File: src/rtl/restador_serial.sv
// -----------------------------------------------------------------------------
// restador_serial
//
// Bit-serial N-bit subtractor: D = A - B - Bi, processed LSB first, one bit per
// clock, through a single registered full-subtractor cell. The design trades
// area for latency: an operation takes N clock cycles from the accepting edge.
//
// Handshake:
//   - start is sampled only while idle. The accepting edge latches A, B and Bi.
//   - busy stays high for the N cycles of the operation.
//   - done pulses for one cycle, the same cycle in which D/Bo first show the
//     new result.
//   - start in the done cycle is accepted, so operations can run back to back.
//
// Ports:
//   clk    rising-edge clock
//   rst    synchronous, active-high reset; aborts any operation in progress
//   start  operation request (ignored while busy)
//   A      minuend, N bits
//   B      subtrahend, N bits
//   Bi     borrow-in
//   D      difference, N bits, registered, updated only at completion
//   Bo     final borrow-out, registered, updated only at completion
//   busy   high while an operation is in progress
//   done   one-cycle completion pulse
//
// Parameters:
//   N      operand/result width, N >= 1
// -----------------------------------------------------------------------------
module restador_serial #(
  parameter int N = 8
) (
  input  logic         clk,
  input  logic         rst,
  input  logic         start,
  input  logic [N-1:0] A,
  input  logic [N-1:0] B,
  input  logic         Bi,
  output logic [N-1:0] D,
  output logic         Bo,
  output logic         busy,
  output logic         done
);

  // The counter must be able to hold the values 0..N-1 for every legal N.
  localparam int CW = $clog2(N + 1);

  typedef enum logic {
    IDLE = 1'b0,
    RUN  = 1'b1
  } state_t;

  state_t          state, state_next;

  logic [N-1:0]    sa, sa_next;     // minuend shift register
  logic [N-1:0]    sb, sb_next;     // subtrahend shift register
  logic [N-1:0]    sd, sd_next;     // partial result, filled from the MSB
  logic            br, br_next;     // running borrow
  logic [CW-1:0]   cnt, cnt_next;   // bits already processed
  logic [N-1:0]    d_next;
  logic            bo_next;
  logic            done_next;

  // Full-subtractor cell operating on the current LSBs.
  logic            bit_a, bit_b;
  logic            bit_d;
  logic            bit_br;
  logic [N-1:0]    sd_shift;
  logic            last_bit;

  assign bit_a  = sa[0];
  assign bit_b  = sb[0];
  assign bit_d  = bit_a ^ bit_b ^ br;
  assign bit_br = (~bit_a & bit_b) | (~(bit_a ^ bit_b) & br);

  // New difference bit enters at the MSB while older bits move toward the LSB.
  // Shifting the (N+1)-bit concatenation keeps the expression valid for N = 1,
  // where the partial result has no bits left to retain.
  assign sd_shift = N'({bit_d, sd} >> 1);

  // The N-th processed bit is the one seen while the counter reads N-1.
  assign last_bit = (cnt == CW'(N - 1));

  assign busy = (state == RUN);

  // ---------------------------------------------------------------------------
  // Next-state and datapath logic
  // ---------------------------------------------------------------------------
  // NOTE: every variable gets its hold value before the case statement, so no
  // path through the block leaves one unassigned and no latch is inferred.
  always_comb begin
    state_next = state;
    sa_next    = sa;
    sb_next    = sb;
    sd_next    = sd;
    br_next    = br;
    cnt_next   = cnt;
    d_next     = D;
    bo_next    = Bo;
    done_next  = 1'b0;

    unique case (state)
      IDLE: begin
        if (start) begin
          state_next = RUN;
          sa_next    = A;
          sb_next    = B;
          br_next    = Bi;
          cnt_next   = '0;
          sd_next    = '0;
        end
      end

      RUN: begin
        sa_next  = sa >> 1;
        sb_next  = sb >> 1;
        br_next  = bit_br;
        sd_next  = sd_shift;
        cnt_next = cnt + CW'(1);
        if (last_bit) begin
          // Final bit: publish the completed word and the outgoing borrow.
          state_next = IDLE;
          d_next     = sd_shift;
          bo_next    = bit_br;
          done_next  = 1'b1;
        end
      end

      default: begin
        state_next = IDLE;
      end
    endcase
  end

  // ---------------------------------------------------------------------------
  // State and datapath registers
  // ---------------------------------------------------------------------------
  // NOTE: non-blocking assignments make every register sample the values that
  // existed before the edge, so the order of the statements does not matter.
  always_ff @(posedge clk) begin
    if (rst) begin
      // NOTE: the working registers are cleared as well as the outputs, so an
      // aborted operation leaves no partial result or stale borrow behind.
      state <= IDLE;
      sa    <= '0;
      sb    <= '0;
      sd    <= '0;
      br    <= 1'b0;
      cnt   <= '0;
      D     <= '0;
      Bo    <= 1'b0;
      done  <= 1'b0;
    end else begin
      state <= state_next;
      sa    <= sa_next;
      sb    <= sb_next;
      sd    <= sd_next;
      br    <= br_next;
      cnt   <= cnt_next;
      D     <= d_next;
      Bo    <= bo_next;
      done  <= done_next;
    end
  end

endmodule

File: config.mk
export PLATFORM = sky130hd
export DESIGN_NAME = restador_serial
export DESIGN_NICKNAME = d
export VERILOG_FILES = /design/src/rtl/restador_serial.sv
export SDC_FILE = /design/constraint.sdc
export NUM_CORES = 1
export LEC_CHECK = 0
export BUFFER_PORTS_ARGS = -buffer_cell sky130_fd_sc_hd__buf_4
export CELL_PAD_IN_SITES_DETAIL_PLACEMENT = 1
export CELL_PAD_IN_SITES_GLOBAL_PLACEMENT = 1
export CORE_ASPECT_RATIO = 1.2
export CORE_MARGIN = 2
export CORE_UTILIZATION = 42
export CTS_CLUSTER_SIZE = 25
export DETAILED_ROUTE_END_ITERATION = 6
export PLACE_DENSITY = 0.82
export SLEW_MARGIN = 20
export SYNTH_ARGS = -nofsm -noshare
export SYNTH_HDL_FRONTEND = slang
export SYNTH_SLANG_ARGS = --single-unit
File: constraint.sdc
create_clock -name clk -period 1.6 [get_ports clk]
set_input_delay 0 -clock clk [delete_from_list [all_inputs] [get_ports clk]]
set_output_delay 0 -clock clk [all_outputs]
set_load 0.05 [all_outputs]
==> summary.md <==
| Metric | Value |
|---|---|
| Outcome | complete, no violations |
| Worst setup EP type | flop |
| Rows | 24 |
| Cell taking the most area after synthesis | dfxtp_1 |
| Clk_lat worst skew | slightly below 300 ps |
| Postcts setup bufs | 0 |
| Slowest-stage cell, CP | dfxtp_1 |
| Initial antenna violation count | 0 |
| Starting DRT DRC Count | 16 |
| Post-Synthesis Cells | 154 |
| Die Wd | about 60 µm |
| Total CTS buffers | 5 |
| Ys flop type | dfxtp_1 |
| Final hold slack | 24.84 ps |
| Cell Area, Synth | around 0.0016 mm² |
| # setup viols final | 0 |
| Hold-fix buffers, CTS | 0 |
| CTS Sinks | 39 |
| Nets@finish | between 200 and 250 |
| Total grt overflow | 0 |
| Slowest stage delay, CP | about 400 ps |
| Leakage | roughly 0.84 nW |
| Synth area leaders | dfxtp_1 (48%), mux2i_1 (10%), mux2_2 (9.0%) |
| Worst Setup Start Kind | flop |
| Routed len/inst | 14.63 µm |
| Vias in the first global route | 1,272 |
| GP Congestion | 0.7041 |
| Pre-CTS setup slack | 250.2 ps |
| Fin. Hold Viols | 0 |
| First-pass GRT wire length | 5.802 mm |
| Dpl hpwl | 2.426 mm |
| Non-Filler Instances | 233 |
| Maxcap violations | 0 |
| First-pass detailed-route iteration total | 2 |
| Die area | 0.004398 mm² |
| Logic pwr share | approximately 10% |
| Via count | 1,192 |
| Top Ports | 31 |
| Resized cells post-CTS | 0 |
| Post-synthesis net count | ~180 |
| Clock share of power | 40.3% |
| Initial Utilization | 44.50% |
| Hold Crit Class | primary input to flop |
| Final worst-path cycle share | 84.26% |
| Avg Cell Area, Syn | 10.59 µm² |
| Number of diodes | 0 |
| Required @ worst endpoint | 1770 ps |
| H-tree levels | 2 |
| Commonest non-fill, non-tap cell in the layout | dfxtp_1 |
| Final TNS setup | 0 ps |
| Post-synthesis register bit count | 39 |
| IO Port Bufs | 30 |
| WS Path Type | flop to flop |
| Layout cells sized above 1 | 30.94% |
| Switching share of power | between 20 and 25% |
| RSZ-0062 raised after global routing | false |
| Min Tclk post-route | 1348 ps |
| Final WS setup | around 250 ps |
| Max FO, Critical Path | 10 |
| Power per cell area | 1055 mW/mm² |
| EDFF count, synth | 0 |
| Total track usage | between 10% and 20% |
| Cell breakdown of the critical path | ha_1 -> nand4b_2 -> nor2b_4 -> a22o_1 |
| Psw | 0.0004630 W |
| Area Overhead vs Synth | 21.03% |
| Synth async-reset ratio | 0% |
| Fmax | roughly 740 MHz |
| Max-slew violations | 0 |
| Avg Vias per Cell | 5.116 |
| DRT antenna net count | 0 |
| Unique masters post-synth | 25 |
| Worst-Margin Slew | about 360 ps |
| Sequential cell fraction of total power | 49.6% |
| Clock transition at path regs | 80 ps |
| CORE AREA | about 0.0037 mm² |
| Slew HR | ~76% |
| DRC | 0 |
| Setup Skew | ~7.3 ps |
| CTS tree | done |
| Register area share after synthesis | 47.89% |
| Arr. time, crit path | ~1500 ps |
| Syn. warnings | 0 |
| Largest net degree at the start of global routing | 32 |
| Die Y-Extent | 72.25 µm |
| Placed insts | 225 |
| Worst IR drop on VDD | approximately 600 µV |
| Yosys top cell area share | between 40% and 50% |
| Root buffer cell | clkbuf_8 |
| Commonest non-fill, non-tap cells in the layout | dfxtp_1 (38), buf_4 (30), nor2_1 (24) |
| Clock buffer depth | 2 |
| Final WL | around 3.4 mm |
| Internal | 0.001619 W |
==> per-layer routing <==
metal	vias up	wire [µm]	track usage, %
li1	589	-	-
met1	569	1382	20.22
met2	27	1820	30.35
met3	7	154	5.348
met4	0	51	5.556
met5	-	0	0
==> worst max-delay path, delay by kind of cell (launching register included) <==
kind            cells  cell delay [ps]
fa+ha+maj           1              230
compound gates      1              260
simple gates        2              360
flops               1              400
==> path summary, 6_finish.rpt <==
path | slack, ps | cells past startpoint | from | end
max | 250 | 4 | cnt[0] | D[7]
min reg2reg | 480 | 1 | D[1] | D[1]
max reg2reg | 250 | 4 | cnt[0] | D[7]
min | 20 | 3 | B[7] | sb[7]
==> state kept, by name (all words and copies together) (netlist names) <==
signal and flops:
D 8, sa 8, sb 8, sd 7, cnt 4, Bo 1
br 1, busy 1, done 1
==> layout make-up <==
class	count	area, µm²
clock buffers	6	82.58
clock inverters	2	35.03
inverters	3	11.26
flip-flops and latches	39	782.0
fillers	418	1690
repair buffers	31	245.2
multi-input cells	100	752.0
well taps	52	65.06
==> logic make-up (layout without fill, tap and decap cells) <==
| kind of cell | after synthesis | in the layout | share of synthesized area, % |
|---|---|---|---|
| AND/OR/NAND/NOR | 42 | 42 | 13.66 |
| flip-flops | 39 | 39 | 47.89 |
| multiplexers | 31 | 31 | 20.11 |
| AO/OA/AOI/OAI | 25 | 25 | 10.36 |
| buffers and inverters | 15 | 42 | 5.986 |
| adder cells (fa/ha/maj) | 2 | 2 | 1.995 |
==> cells in the mapped netlist (2+ instances only) <==
library cell and instances:
a22o_1 8, mux2i_1 17, buf_6 4, nor2_1 24, inv_1 3, mux2_2 13, dfxtp_1 39, a211oi_1 3
nor3_1 4, nor2b_1 2, a21oi_1 11, buf_2 6, nor3b_1 8
==> through the flow <==
stage,area [µm²],util [%],power [W]
floorplan,1630,-,0.001203
global placement,1856,50.65,0.001252
detailed placement,1856,50.65,0.001269
CTS,1973,53.86,0.002109
global route,1973,53.86,0.002174
finish,1973,53.86,0.002082
==> power groups by stage <==
stage	combinational [W]	clock (W)	sequential, W
final	0.000209	0.000839	0.00103
after global routing	0.000231	0.000904	0.00104
after CTS	0.000214	0.000860	0.00103
after detailed placement	0.000212	0	0.00106
after global placement	0.000199	0	0.00105
after floorplan	0.000155	0	0.00105
(Power assumes the default switching activity.)
